[src/rtl/motor_ramp_ctrl.sv]
// Four-channel motor PWM ramp controller: per-channel duty ramping at one step per
// prescaler tick, with a dead-time pause on direction reversal and a level estop.
module motor_ramp_ctrl #(
    parameter int RAMP_DIV   = 1000,
    parameter int DEAD_TICKS = 8
) (
    input  logic        clk,
    input  logic        rst_n,
    input  logic        estop,
    input  logic        cmd_valid,
    output logic        cmd_ready,
    input  logic [1:0]  cmd_ch,
    input  logic [7:0]  cmd_lo,
    output logic [31:0] pwm_lo,
    output logic [3:0]  pwm_en,
    output logic [3:0]  pwm_cl,
    output logic [3:0]  busy
);

    localparam int PW = (RAMP_DIV > 2) ? $clog2(RAMP_DIV) : 1;
    localparam int DW = (DEAD_TICKS > 1) ? $clog2(DEAD_TICKS) : 1;

    typedef enum logic [1:0] {
        ST_IDLE = 2'd0,
        ST_RAMP = 2'd1,
        ST_DEAD = 2'd2
    } ch_state_e;

    logic [PW-1:0] presc_r;
    logic [PW-1:0] presc_s;
    logic          tick_s;
    logic          accept_s;

    ch_state_e     state_r    [4];
    ch_state_e     state_s    [4];
    logic          cur_dir_r  [4];
    logic          cur_dir_s  [4];
    logic [6:0]    cur_duty_r [4];
    logic [6:0]    cur_duty_s [4];
    logic          tgt_dir_r  [4];
    logic          tgt_dir_s  [4];
    logic [6:0]    tgt_duty_r [4];
    logic [6:0]    tgt_duty_s [4];
    logic [DW-1:0] dead_cnt_r [4];
    logic [DW-1:0] dead_cnt_s [4];
    logic [3:0]    pwm_en_r;
    logic [3:0]    pwm_en_s;
    logic [3:0]    pwm_cl_r;
    logic [3:0]    pwm_cl_s;

    assign tick_s    = (presc_r == PW'(RAMP_DIV - 1));
    assign cmd_ready = ~estop;
    assign accept_s  = cmd_valid & ~estop;
    assign pwm_en    = pwm_en_r;
    assign pwm_cl    = pwm_cl_r;

    for (genvar n = 0; n < 4; n++) begin : g_out
        assign pwm_lo[8*n +: 8] = {cur_dir_r[n], cur_duty_r[n]};
        assign busy[n]          = (state_r[n] != ST_IDLE);
    end

    // Shared prescaler: free-running ramp tick source, parked at zero during estop.
    always_comb begin
        presc_s = presc_r;
        if (estop) begin
            presc_s = '0;
        end else if (tick_s) begin
            presc_s = '0;
        end else begin
            presc_s = presc_r + PW'(1);
        end
    end

    // Per-channel next state: targets, ramp stepping, dead time and registered PWM gating.
    always_comb begin
        pwm_en_s = pwm_en_r;
        pwm_cl_s = pwm_cl_r;
        for (int ch = 0; ch < 4; ch++) begin
            state_s[ch]    = state_r[ch];
            cur_dir_s[ch]  = cur_dir_r[ch];
            cur_duty_s[ch] = cur_duty_r[ch];
            tgt_dir_s[ch]  = tgt_dir_r[ch];
            tgt_duty_s[ch] = tgt_duty_r[ch];
            dead_cnt_s[ch] = dead_cnt_r[ch];

            if (estop) begin
                // Directions are deliberately kept so a resume starts from a known polarity.
                state_s[ch]    = ST_IDLE;
                cur_duty_s[ch] = 7'd0;
                tgt_duty_s[ch] = 7'd0;
                dead_cnt_s[ch] = '0;
            end else begin
                case (state_r[ch])
                    ST_IDLE: begin
                        if (accept_s && (cmd_ch == 2'(ch))) begin
                            state_s[ch] = ST_RAMP;
                        end else begin
                            state_s[ch] = ST_IDLE;
                        end
                    end
                    ST_RAMP: begin
                        if (!tick_s) begin
                            state_s[ch] = ST_RAMP;
                        end else if ((tgt_duty_r[ch] != 7'd0) && (tgt_dir_r[ch] != cur_dir_r[ch])) begin
                            if (cur_duty_r[ch] != 7'd0) begin
                                cur_duty_s[ch] = cur_duty_r[ch] - 7'd1;
                            end else begin
                                state_s[ch]    = ST_DEAD;
                                dead_cnt_s[ch] = '0;
                            end
                        end else if (cur_duty_r[ch] < tgt_duty_r[ch]) begin
                            cur_duty_s[ch] = cur_duty_r[ch] + 7'd1;
                        end else if (cur_duty_r[ch] > tgt_duty_r[ch]) begin
                            cur_duty_s[ch] = cur_duty_r[ch] - 7'd1;
                        end else begin
                            state_s[ch] = ST_IDLE;
                        end
                    end
                    ST_DEAD: begin
                        if (!tick_s) begin
                            state_s[ch] = ST_DEAD;
                        end else if (dead_cnt_r[ch] == DW'(DEAD_TICKS - 1)) begin
                            cur_dir_s[ch]  = tgt_dir_r[ch];
                            state_s[ch]    = ST_RAMP;
                            dead_cnt_s[ch] = '0;
                        end else begin
                            dead_cnt_s[ch] = dead_cnt_r[ch] + DW'(1);
                        end
                    end
                    default: begin
                        state_s[ch] = ST_IDLE;
                    end
                endcase

                // Target only moves here; the tick above has already used the old one.
                if (accept_s && (cmd_ch == 2'(ch))) begin
                    tgt_dir_s[ch]  = cmd_lo[7];
                    tgt_duty_s[ch] = cmd_lo[6:0];
                end else begin
                    tgt_dir_s[ch]  = tgt_dir_r[ch];
                    tgt_duty_s[ch] = tgt_duty_r[ch];
                end
            end

            if (estop) begin
                pwm_en_s[ch] = 1'b0;
                pwm_cl_s[ch] = 1'b1;
            end else begin
                pwm_en_s[ch] = (state_s[ch] != ST_DEAD);
                pwm_cl_s[ch] = (state_s[ch] == ST_DEAD);
            end
        end
    end

    // State and output registers with asynchronous reset to the safe PWM-off state.
    always_ff @(posedge clk or negedge rst_n) begin
        if (!rst_n) begin
            presc_r  <= '0;
            pwm_en_r <= 4'b0000;
            pwm_cl_r <= 4'b1111;
            for (int i = 0; i < 4; i++) begin
                state_r[i]    <= ST_IDLE;
                cur_dir_r[i]  <= 1'b0;
                cur_duty_r[i] <= 7'd0;
                tgt_dir_r[i]  <= 1'b0;
                tgt_duty_r[i] <= 7'd0;
                dead_cnt_r[i] <= '0;
            end
        end else begin
            presc_r  <= presc_s;
            pwm_en_r <= pwm_en_s;
            pwm_cl_r <= pwm_cl_s;
            for (int i = 0; i < 4; i++) begin
                state_r[i]    <= state_s[i];
                cur_dir_r[i]  <= cur_dir_s[i];
                cur_duty_r[i] <= cur_duty_s[i];
                tgt_dir_r[i]  <= tgt_dir_s[i];
                tgt_duty_r[i] <= tgt_duty_s[i];
                dead_cnt_r[i] <= dead_cnt_s[i];
            end
        end
    end

endmodule

[config.mk]
export PLATFORM = sky130hd
export DESIGN_NAME = motor_ramp_ctrl
export DESIGN_NICKNAME = d
export VERILOG_FILES = /design/src/rtl/motor_ramp_ctrl.sv
export SDC_FILE = /design/constraint.sdc
export NUM_CORES = 1
export LEC_CHECK = 0
export ABC_AREA = 1
export CAP_MARGIN = 15
export CELL_PAD_IN_SITES_DETAIL_PLACEMENT = 0
export CELL_PAD_IN_SITES_GLOBAL_PLACEMENT = 1
export CORE_UTILIZATION = 29
export DETAILED_ROUTE_END_ITERATION = 7
export PLACE_DENSITY_LB_ADDON = 0.1
export SETUP_SLACK_MARGIN = 0.02
export SYNTH_ARGS = -nofsm -noshare
export SYNTH_HDL_FRONTEND = slang
export SYNTH_SLANG_ARGS = --single-unit
[constraint.sdc]
create_clock -name clk -period 1.8 [get_ports clk]
set_clock_uncertainty 0.15 [all_clocks]
set_input_delay 0.36 -clock clk [delete_from_list [all_inputs] [get_ports clk]]
set_output_delay 0.36 -clock clk [all_outputs]
set_load 0.1 [all_outputs]
Word level (Yosys, flattened, before mapping)
Cells that the tools add are included.
W data, S select, Z words.
- register bits after elaboration: 102
- bits in latches: 0
- bits in writable memories: 0
- bits in read-only memories: 0
- input bits: 14
- memories kept: 0
- $add $sub $neg: 13
- multiply operators: 0
- div/mod/pow operators: 0
- order comparisons: 8
- equal/unequal tests: 48
- shifts and indexed selects: 0
- muxes and demuxes: 114
- bitwise operators: 2
- reduce and logical (&&, ||, !) cells: 58
- operators with widths (operator ; number):
    $mux W7 ; 36
    $mux W3 ; 24
    $mux W2 ; 32
    $reduce_bool A7 Y1 ; 8
    $ne A3 B3 Y1 const B ; 16
    $reduce_and A4 Y1 ; 8
    $add A7 B1 Y7 const B ; 4
    $gt A7 B7 Y1 ; 4
    $lt A7 B7 Y1 ; 4
    $sub A7 B1 Y7 const B ; 4
    $reduce_bool A2 Y1 ; 13
    $pmux W2 S3 ; 4
    $pmux W3 S2 ; 4
    $eq A2 B2 Y1 const B ; 10
    $mux W10 ; 2
    $reduce_and A5 Y1 ; 4
    $reduce_bool A4 Y1 ; 4
    $add A3 B1 Y3 const B ; 4
    $eq A3 B3 Y1 const B ; 4
    $mux W1 ; 12
    $ne A3 B2 Y1 const B ; 4
    $reduce_bool A3 Y1 ; 4
    $add A10 B1 Y10 const B ; 1
    $eq A10 B10 Y1 const B ; 1
    8 further kinds ; 32

Depth between registers and ports, before layout
Gate-level depths: netlist (run 1).
- depth in word-level cells: 9
- depth in mapped cells: 13
- depth with buffers taken out: 13

Worst setup path before layout (run 1)
No wires, ideal clock.
- path type: register -> register
- start point: register cur_duty_r, in the netlist pwm_lo[0]
- end point: register cur_duty_r, in the netlist pwm_lo[1]
- data arrival time: 2.413 ns
- slack: -0.837 ns
- cell stages (with the launch flop): 13
- buffers on the path: 1
- clock period less this slack: 2.637 ns
- cell sequence: dfrtp_1 inv_1 ha_1 inv_1 nand3_1 nand2_1 nand2_2 nand2_1 nand4_2 nand3_4 buf_6 nand2_1 o21ai_2
- word-level cells in the longest chain between the ends: 7
- ends and longest elaborated chain (what ; RTL line ; text):
    start, declared ; 38 ; logic [6:0] cur_duty_r [4];
    start signal, assigned by index ; 176 ; cur_duty_r[i] <= cur_duty_s[i];
    $sub A7 B1 Y7 ; 106, 114 ;
    $mux W7 ; 113 ; end else if (cur_duty_r[ch] > tgt_duty_r[ch]) begin
    $mux W7 ; 111 ; end else if (cur_duty_r[ch] < tgt_duty_r[ch]) begin
    $mux W7 ; 104 ; end else if ((tgt_duty_r[ch] != 7'd0) && (tgt_dir_r[ch] != cur_dir_r[ch])) begin
    $mux W7 ; 102 ; if (!tick_s) begin
    $mux W7 ; 93 ; case (state_r[ch])
    $mux W7 ; 86 ; if (estop) begin
Several ways; a longest one is shown, not always the timed one. The select of a mux whose other input is x is not followed.
A chain may end at the register's enable or synchronous reset.

Worst setup path in the final report (run 1)
- start point: register cur_duty_r, in the netlist pwm_lo[9]
- end point: register cur_duty_r, in the netlist pwm_lo[14]
Same word-level chain as after synthesis.

==> results of run 1 <==
-- synth_stat cells --
master,count
o21ai_1,25
nand4_2,1
nand2_2,11
nor3_2,1
clkbuf_1,3
a21oi_1,15
buf_6,8
xor2_1,18
nor2_1,83
nand2_1,317
o21a_1,1
nand3b_1,1
dfrtp_1,98
a21oi_4,4
xnor2_1,9
nor2_2,7
nand2_8,1
and3_1,1
inv_2,8
nor4_1,4
a21oi_2,2
nor3_1,7
o21ai_0,45
nand3_1,77
o22ai_1,18
dfstp_2,4
nor2_4,8
ha_1,49
o21bai_1,4
buf_4,4
buf_12,1
nand2_4,4
nand4_1,24
inv_6,1
inv_1,128
buf_2,11
nand3_4,1
nand3_2,3
o21ai_2,4
nor3_4,1
-- sequential cells by signal, indices dropped and copies added, names as in the netlist --
signal,count
dead_cnt_r,12
pwm_en,4
tgt_duty_r,28
tgt_dir_r,4
pwm_cl,4
presc_r,10
state_r,8
pwm_lo,32
-- worst max-delay path, stage by stage (launching register included) --
cell,delay (ps)
dfrtp_4,520
ha_4,280
nand3_2,70
nor3_2,170
buf_4,140
nand4_1,110
buf_6,150
nand3_4,130
inv_2,40
nand2_1,50
nand2_1,50
-- per-layer routing --
layer / up-vias / global-route usage, %
met5: - / 0
met3: 19 / 2.789
met4: 0 / 4.286
met2: 70 / 28.49
met1: 3309 / 24.71
li1: 3706 / -
-- area by class of cell --
class	instances	area, um^2
repair buffers	241	2684
multi-input cells	749	4951
clock inverters	7	62.56
flip-flops and latches	102	2670
inverters	137	541.8
clock buffers	9	225.2
fillers	2410	12920
well taps	324	405.4
-- what timing repair did --
action	4_1_cts	5_1_grt
hold buffers	1	0
endpoints found under the hold margin	98	0
cloned	2	1
endpoints found under the setup margin	53	77
gates resized for setup	82	119
pin swaps	50	62
setup buffers	29	10
-- logic make-up after synthesis --
family | synth area share [%]
and+or+nand+nor | 33.81
adders and majority gates | 8.409
xor gates and xnor gates | 3.244
AOI/OAI and AO/OA | 9.508
DFF | 35.08
buffers and inverters | 9.954
-- power groups by stage --
stage | clock network (mW) | logic [mW] | registers, mW
floorplan | 0 | 5.25 | 5.01
global placement | 0 | 11.1 | 3.15
global route | 2.14 | 13.9 | 3.16
CTS | 2.08 | 12.2 | 3.12
finish | 1.99 | 12.7 | 3.11
detailed placement | 0 | 11.1 | 3.15
-- stage by stage --
step           setup slack [ps]  instances
2_1_floorplan            -211.0       1012
3_3_place_gp             -298.6       1513
3_5_place_dp             -315.2       1513
4_1_cts                  -115.0       1560
5_1_grt                  -243.1       1569
6_report                 -155.5       1569
-- worst max path at each step --
stage	from	end	slack (ps)	cells past startpoint
6_report	pwm_lo[9]$_DFFE_PN0P_	pwm_lo[14]$_DFFE_PN0P_	-160	10
5_1_grt	pwm_lo[9]$_DFFE_PN0P_	pwm_lo[14]$_DFFE_PN0P_	-240	13
4_1_cts	pwm_lo[14]$_DFFE_PN0P_	pwm_lo[14]$_DFFE_PN0P_	-110	10
3_5_place_dp	estop	pwm_en[1]$_DFF_PN0_	-320	6
3_3_place_gp	estop	pwm_en[1]$_DFF_PN0_	-300	6
2_1_floorplan	pwm_lo[14]$_DFFE_PN0P_	pwm_lo[9]$_DFFE_PN0P_	-210	10
==> impl_metrics.env, run 1 <==
export IMPL_status="complete, but fails checks"
export IMPL_violations="negative setup slack"
export IMPL_clkPwrFrac_pct=11.2
export IMPL_ir_worst_vdd_mv=0.9806
export IMPL_rsz0062_at_grt="true"
export IMPL_synthesis_nets=1075
export IMPL_pwr_density_cell_nw_per_um2=1547
export IMPL_wl_per_cell_um=13.99
export IMPL_routed_wirelength_um=21950
export IMPL_die_x_um=160.6
export IMPL_crit_arrival_ps=2070
export IMPL_design_area_um2=11540
export IMPL_p_leak_nw=5.380
export IMPL_switchingPower_mw=8.491
export IMPL_utilization_pct=47.17
export IMPL_relSlewSlack_pct=73.19
export IMPL_vias=7104
export IMPL_first_global_vias=6881
export IMPL_synth_top_area_cell="dfrtp_1"
export IMPL_grt_overflow=0
export IMPL_cts_tree="yes"
export IMPL_fin_setup_tns_ps=-2594
export IMPL_clock_path_buffers=2
export IMPL_p_sw_share_pct=47.57
export IMPL_hold_slack_ps=199.2
export IMPL_grt_pass1_wl_um=36140
export IMPL_grt_max_degree=50
export IMPL_synth_area_per_cell_um2=7.204
export IMPL_hpwlAfterDp_um=16390
export IMPL_antenna_found_initial=0
export IMPL_drv_cap=0
export IMPL_timing_rr_start="pwm_lo[9]$_DFFE_PN0P_"
export IMPL_worst_setup_path_end_kind="flop"
export IMPL_r2r_end="pwm_lo[14]$_DFFE_PN0P_"
export IMPL_worstSkewPairLatency_ps=360
export IMPL_portBuffers=58
export IMPL_vias_per_cell=4.528
export IMPL_cts_buffers=9
export IMPL_timing_reg2reg_worst_path_depth=10
export IMPL_grtUsageTotal_pct=17.71
export IMPL_worstPathRequired_ps=1910
export IMPL_cts_sinks=102
export IMPL_finalSetupViolations=33
export IMPL_diodes=0
export IMPL_cts_root_buf="clkbuf_16"
export IMPL_clkTransAtPathRegs_ps=80
export IMPL_min_path_type="in -> async"
export IMPL_nNetsFinal=1303
export IMPL_startpoint_type="flop"
export IMPL_synth_seq_cells=102
export IMPL_place_area_um2=10250
export IMPL_syn_to_final_growth_pct=58.28
export IMPL_p_int_mw=9.359
export IMPL_seq_area_frac_synth_pct=35.08
export IMPL_drv_slew=0
export IMPL_io_pins=59
export IMPL_fin_ws_ps=-155.5
export IMPL_cp_max_fo=7
export IMPL_start_util_pct=29.80
export IMPL_coreArea_um2=24460
export IMPL_fin_crit_ps=1955
export IMPL_drive_gt1_share_pct=42.25
export IMPL_fin_crit_sh_pct=108.6
export IMPL_firstDrtPassIters=4
export IMPL_cts_max_level=3
export IMPL_critical_path_class="reg -> reg"
export IMPL_die_h_um=160.6
export IMPL_rrSetupSlack_ps=-160
export IMPL_ys_types=40
export IMPL_final_cell_mix="nand2_1, buf_4, inv_1"
export IMPL_p_total_mw=17.85
export IMPL_final_common_cell="nand2_1"
export IMPL_drtIter0Drc=191
export IMPL_combPwrFrac_pct=71.4
export IMPL_clock_fmax_mhz=511.4
export IMPL_dr_wl_met2_um=10250
export IMPL_die_area_um2=25780
export IMPL_pwr_share_seq_pct=17.4
export IMPL_netlist_instances=1012
export IMPL_drc_errors=0
export IMPL_antenna_left=0
export IMPL_top_layer="met4"
export IMPL_place_congestion=0.7998
export IMPL_ys_warn_count=0
export IMPL_dr_wl_met3_um=569
export IMPL_wl_met1_um=10820
export IMPL_synth_top_area_share_pct=33.64
export IMPL_syn_cell_area_um2=7291
export IMPL_num_rows=57
export IMPL_synth_top_cells_by_area="dfrtp_1, nand2_1, ha_1"
export IMPL_worst_slew_pin_transition_ps=402.1
export IMPL_hold_viol_final=0
Power figures use the tool's default switching activity.
==> run 2, diff against run 1 <==
CTS_CLUSTER_DIAMETER = 60   (was default)
clock period = 1.95 ns   (was 1.8 ns; I/O delays follow)
==> impl_metrics.env, run 2 (synthesized netlist as in run 1, its figures left out) <==
export IMPL_die_area_um2=25780
export IMPL_clock_fmax_mhz=506.7
export IMPL_cts_root_buf="clkbuf_16"
export IMPL_clock_path_buffers=2
export IMPL_worst_setup_path_end_kind="flop"
export IMPL_antenna_found_initial=0
export IMPL_drtIter0Drc=251
export IMPL_antenna_left=0
export IMPL_start_util_pct=29.80
export IMPL_hold_viol_final=0
export IMPL_rsz0062_at_grt="true"
export IMPL_vias=6944
export IMPL_pre_cts_ws_ps=-174.0
export IMPL_fin_ws_ps=-23.51
export IMPL_drive_gt1_share_pct=35.46
export IMPL_wl_per_cell_um=14.13
export IMPL_drc_errors=0
export IMPL_crit_arrival_ps=2060
export IMPL_place_congestion=0.8085
export IMPL_relSlewSlack_pct=77.87
export IMPL_worstSkewPairLatency_ps=350
export IMPL_status="complete, but fails checks"
export IMPL_final_common_cell="nand2_1"
export IMPL_diodes=0
export IMPL_finalSetupViolations=3
export IMPL_nNetsFinal=1265
export IMPL_cts_buffers=9
export IMPL_largest_reg_flops=32
export IMPL_drv_cap=0
export IMPL_grtUsageTotal_pct=17.24
export IMPL_startpoint_type="flop"
export IMPL_grt_overflow=0
export IMPL_pwr_density_cell_nw_per_um2=1433
export IMPL_io_pins=59
export IMPL_utilization_pct=44.88
export IMPL_clkTransAtPathRegs_ps=70
export IMPL_fin_crit_ps=1974
export IMPL_met3_usage_pct=2.221
export IMPL_die_h_um=160.6
export IMPL_worstPathRequired_ps=2030
export IMPL_die_x_um=160.6
export IMPL_worst_slew_pin_transition_ps=331.9
export IMPL_hpwlAfterDp_um=16430
export IMPL_grtUsageMet2_pct=29.52
export IMPL_fillers=2441
export IMPL_min_path_type="in -> async"
export IMPL_cp_max_fo=7
export IMPL_num_rows=57
export IMPL_syn_to_final_growth_pct=50.57
export IMPL_p_leak_nw=5.082
export IMPL_fin_crit_sh_pct=101.2
export IMPL_grt_pass1_wl_um=35200
export IMPL_vias_per_cell=4.536
export IMPL_ir_worst_vdd_mv=1.320
export IMPL_first_global_vias=6821
export IMPL_violations="negative setup slack"
export IMPL_grt_max_degree=38
export IMPL_coreArea_um2=24460
export IMPL_cts_sinks=102
export IMPL_drv_slew=0
export IMPL_portBuffers=58
export IMPL_critical_path_class="reg -> reg"
export IMPL_cts_tree="yes"
export IMPL_cts_max_level=3
export IMPL_routed_wirelength_um=21630
export IMPL_grt_busiest_layer="met2"
export IMPL_use_met1_pct=22.90
export IMPL_final_cell_mix="nand2_1, buf_4, inv_1"
export IMPL_firstDrtPassIters=4
run 2: changes by cell type in the layout (fill, tap and decap cells not counted), moves of 4 or more:
cell     change
buf_12       +4
buf_4       -15
buf_6       -24
inv_1       +14
inv_2       -13
inv_6        -4
nand2_1     +20
nand2_2     -12
nand2_4      -8
nand3_1     +15
nand3_2     -14
o21ai_0      +5
o21ai_2      -7
run 2: worst paths after layout:
path / start / to / slack [ps] / cells after the start
max in group asynchronous: rst_n / pwm_cl[2]$_DFF_PN1_ / 730 / 3
setup / recovery: pwm_lo[14]$_DFFE_PN0P_ / pwm_lo[12]$_DFFE_PN0P_ / -20 / 9
hold / removal: rst_n / pwm_lo[3]$_DFFE_PN0P_ / 330 / 2
hold reg to reg: dead_cnt_r[10]$_DFFE_PN0P_ / dead_cnt_r[10]$_DFFE_PN0P_ / 330 / 2
setup reg to reg: pwm_lo[14]$_DFFE_PN0P_ / pwm_lo[12]$_DFFE_PN0P_ / -20 / 9
min in group clk: dead_cnt_r[10]$_DFFE_PN0P_ / dead_cnt_r[10]$_DFFE_PN0P_ / 330 / 2
run 2: layout make-up:
class	instances	area (um^2)	area share, %
clock buffers	12	246.5	2.245
flip-flops and latches	102	2668	24.30
repair buffers	204	2360	21.50
well taps	324	405.4	3.693
clock inverters	4	48.80	0.4445
multi-input cells	748	4721	43.00
inverters	137	529.3	4.821
run 2: routing by layer:
layer / wire [um] / vias up
met1: 10360 / 3234
met3: 417 / 19
met4: 293 / 0
met5: 0 / -
li1: - / 3629
met2: 10560 / 62
run 2: repair_timing:
action	in CTS	in global routing
hold endpoints to repair	15	0
gates resized for setup	12	98
hold buffers	1	0
pin swaps	5	39
gates cloned	0	3
endpoints found under the setup margin	10	53
buffers inserted	5	23
run 2: critical path, cell delays in order, from the launching register on:
cell and delay [ps]:
dfrtp_4 490, ha_4 260, nand2_4 100, inv_2 50, a21oi_4 170, nand2_4 90, nand4_1 200, nand3_2 190
nand2_1 90, o21ai_1 60
run 2: per-stage QoR:
| stage | hold slack [ps] | setup TNS, ps | std cells | total power, mW | instance area, um^2 |
|---|---|---|---|---|---|
| final | 332.7 | -44.36 | 1531 | 15.73 | 10980 |
| after global routing | 347.4 | -1277 | 1531 | 16.93 | 10980 |
| after CTS | 312.2 | 0 | 1505 | 14.92 | 10430 |
| after detailed placement | 162.2 | -5724 | 1483 | 12.83 | 10030 |
| after global placement | 160.8 | -4501 | 1483 | 12.85 | 10030 |
| after floorplan | -55.59 | -959.9 | 1012 | 9.291 | 7802 |
run 2: where the power goes:
group | switching [mW] | internal [mW] | total, mW
Combinational | 6.23 | 4.76 | 11.0
Sequential | 0.341 | 2.53 | 2.87
Clock | 0.836 | 1.03 | 1.87
Total | 7.41 | 8.32 | 15.7
==> run 3, diff against run 2 <==
--- a/config.mk
+++ b/config.mk
@@ -13,5 +13,7 @@
 export CTS_CLUSTER_DIAMETER = 60
 export DETAILED_ROUTE_END_ITERATION = 7
+export GPL_TIMING_DRIVEN = 0
 export PLACE_DENSITY_LB_ADDON = 0.1
+export REMOVE_ABC_BUFFERS = 1
 export SETUP_SLACK_MARGIN = 0.02
 export SYNTH_ARGS = -nofsm -noshare
==> constraint.sdc (replaced) <==
create_clock -name clk -period 1.95 [get_ports clk]
set_clock_uncertainty 0.15 [all_clocks]
set_input_delay 0.195 -clock clk [delete_from_list [all_inputs] [get_ports clk]]
set_output_delay 0.195 -clock clk [all_outputs]
set_load 0.1 [all_outputs]
==> impl_metrics.env, run 3 (synthesized netlist as in run 1, its figures left out) <==
export IMPL_place_inst=1369
export IMPL_grt_max_degree=67
export IMPL_status="complete, but fails checks"
export IMPL_p_total_mw=14.35
export IMPL_p_leak_nw=4.561
export IMPL_nNetsFinal=1202
export IMPL_violations="negative setup slack"
export IMPL_crit_arrival_ps=2050
export IMPL_met3_usage_pct=2.040
export IMPL_use_met1_pct=23.89
export IMPL_fillers=2582
export IMPL_drv_slew=0
export IMPL_cp_max_fo=6
export IMPL_pwr_density_cell_nw_per_um2=1461
export IMPL_worst_setup_path_end_kind="flop"
export IMPL_drtIter0Drc=294
export IMPL_diodes=0
export IMPL_r2r_end="pwm_lo[17]$_DFFE_PN0P_"
export IMPL_clock_fmax_mhz=509.7
export IMPL_switchingPower_mw=7.142
export IMPL_grt_pass1_wl_um=36110
export IMPL_final_common_cell="nand2_1"
export IMPL_cts_max_level=3
export IMPL_firstDrtPassIters=4
export IMPL_start_util_pct=29.80
export IMPL_p_int_mw=7.205
export IMPL_clkTransAtPathRegs_ps=70
export IMPL_drc_errors=0
export IMPL_cts_root_buf="clkbuf_16"
export IMPL_rsz0062_at_grt="true"
export IMPL_largest_reg_flops=32
export IMPL_timing_reg2reg_worst_path_depth=10
export IMPL_design_area_um2=9822
export IMPL_drv_cap=0
export IMPL_startpoint="pwm_lo[22]$_DFFE_PN0P_"
export IMPL_multiInputGateArea_um2=4639
export IMPL_p_sw_share_pct=49.78
export IMPL_fin_crit_ps=1962
export IMPL_grt_overflow=0
export IMPL_grtUsageMet2_pct=29.87
export IMPL_die_h_um=160.6
export IMPL_pre_cts_ws_ps=-1385
export IMPL_finalSetupViolations=1
export IMPL_antenna_found_initial=0
export IMPL_io_pins=59
export IMPL_worstSkewPairLatency_ps=360
export IMPL_place_congestion=0.7652
export IMPL_fin_crit_sh_pct=100.6
export IMPL_cts_sinks=102
export IMPL_grt_busiest_layer="met2"
export IMPL_antenna_left=0
export IMPL_routed_wirelength_um=21940
export IMPL_cts_tree="yes"
export IMPL_place_area_um2=8114
export IMPL_coreArea_um2=24460
export IMPL_hpwlAfterDp_um=14160
export IMPL_combPwrFrac_pct=66.2
export IMPL_final_cell_mix="nand2_1, inv_1, nand3_1"
export IMPL_relSlewSlack_pct=35.77
export IMPL_grtUsageTotal_pct=17.77
export IMPL_min_path_type="in -> reg"
export IMPL_clkPwrFrac_pct=14.3
export IMPL_die_area_um2=25780
export IMPL_seqCellArea_um2=2591
export IMPL_pwr_share_seq_pct=19.6
export IMPL_ir_worst_vdd_mv=0.9852
export IMPL_portBuffers=58
export IMPL_cts_buffers=9
export IMPL_critical_path_class="reg -> reg"
export IMPL_fin_ws_ps=-12.07
export IMPL_vias_per_cell=4.629
export IMPL_utilization_pct=40.15
export IMPL_vias=6791
export IMPL_num_rows=57
export IMPL_drive_gt1_share_pct=28.17
export IMPL_rrSetupSlack_ps=-10
export IMPL_final_cells=1467
export IMPL_clock_path_buffers=2
export IMPL_first_global_vias=6887
export IMPL_die_x_um=160.6
export IMPL_crit_end="pwm_lo[17]$_DFFE_PN0P_"
export IMPL_worst_slew_pin_transition_ps=967.1
export IMPL_hold_viol_final=0
export IMPL_syn_to_final_growth_pct=34.72
export IMPL_wl_per_cell_um=14.95
export IMPL_startpoint_type="flop"
export IMPL_timing_rr_start="pwm_lo[22]$_DFFE_PN0P_"
export IMPL_worstPathRequired_ps=2040
==> run 3: power by group through the flow <==
| stage | Combinational, mW | Clock, mW | Sequential [mW] |
|---|---|---|---|
| 6_report | 9.49 | 2.05 | 2.81 |
| 3_3_place_gp | 6.86 | 0 | 3.11 |
| 3_5_place_dp | 6.88 | 0 | 3.11 |
| 2_1_floorplan | 3.81 | 0 | 4.51 |
| 5_1_grt | 10.4 | 2.20 | 2.86 |
| 4_1_cts | 8.96 | 2.12 | 2.81 |
==> run 3: routing by layer <==
metal	wire, um	share of wire, %
met5	0	0
met4	376	1.7
met3	394	1.8
met2	10340	47
met1	10830	49
==> run 3: stage by stage <==
step	TNS, ps	hold slack [ps]
2_1_floorplan	-26510	-250.6
3_3_place_gp	-526540	306.2
3_5_place_dp	-74680	-12.29
4_1_cts	0	179.0
5_1_grt	-1619	113.5
6_report	-12.07	77.37
==> run 3: worst min-delay path by stage <==
stage                              start                         to  slack, ps  cells past startpoint
floorplan                          rst_n  dead_cnt_r[0]$_DFFE_PN0P_       -250                      0
global placement    presc_r[0]$_DFF_PN0_       presc_r[0]$_DFF_PN0_        310                      1
detailed placement                 rst_n     pwm_lo[11]$_DFFE_PN0P_        -10                      1
CTS                                rst_n     pwm_lo[11]$_DFFE_PN0P_        180                      2
global route                       estop       state_r[0]$_DFF_PN0_        110                      2
finish                             estop       state_r[0]$_DFF_PN0_         80                      2
==> run 3: critical path: stages (launching register included) <==
cell and delay (ps):
dfrtp_2 440, ha_4 260, nand2_4 70, inv_2 50, a21oi_4 190, nand2_4 90
nand4_1 160, buf_4 160, nand3_4 130, nand2_1 90, o21ai_1 60
==> run 3: area by class of cell <==
cell class	instances	area share (%)
multi-input cells	750	47.24
flip-flops and latches	102	26.38
repair buffers	139	13.43
inverters	137	5.529
well taps	324	4.127
clock buffers	12	2.611
clock inverters	3	0.6879
==> run 3: timing repair <==
action                     4_1_cts  5_1_grt
setup endpoints to repair      129       71
hold buffers                     1        0
pin swaps                       32       35
resized for setup              237       68
hold endpoints to repair        36        0
setup buffers                   62       16
cloned                           4        0
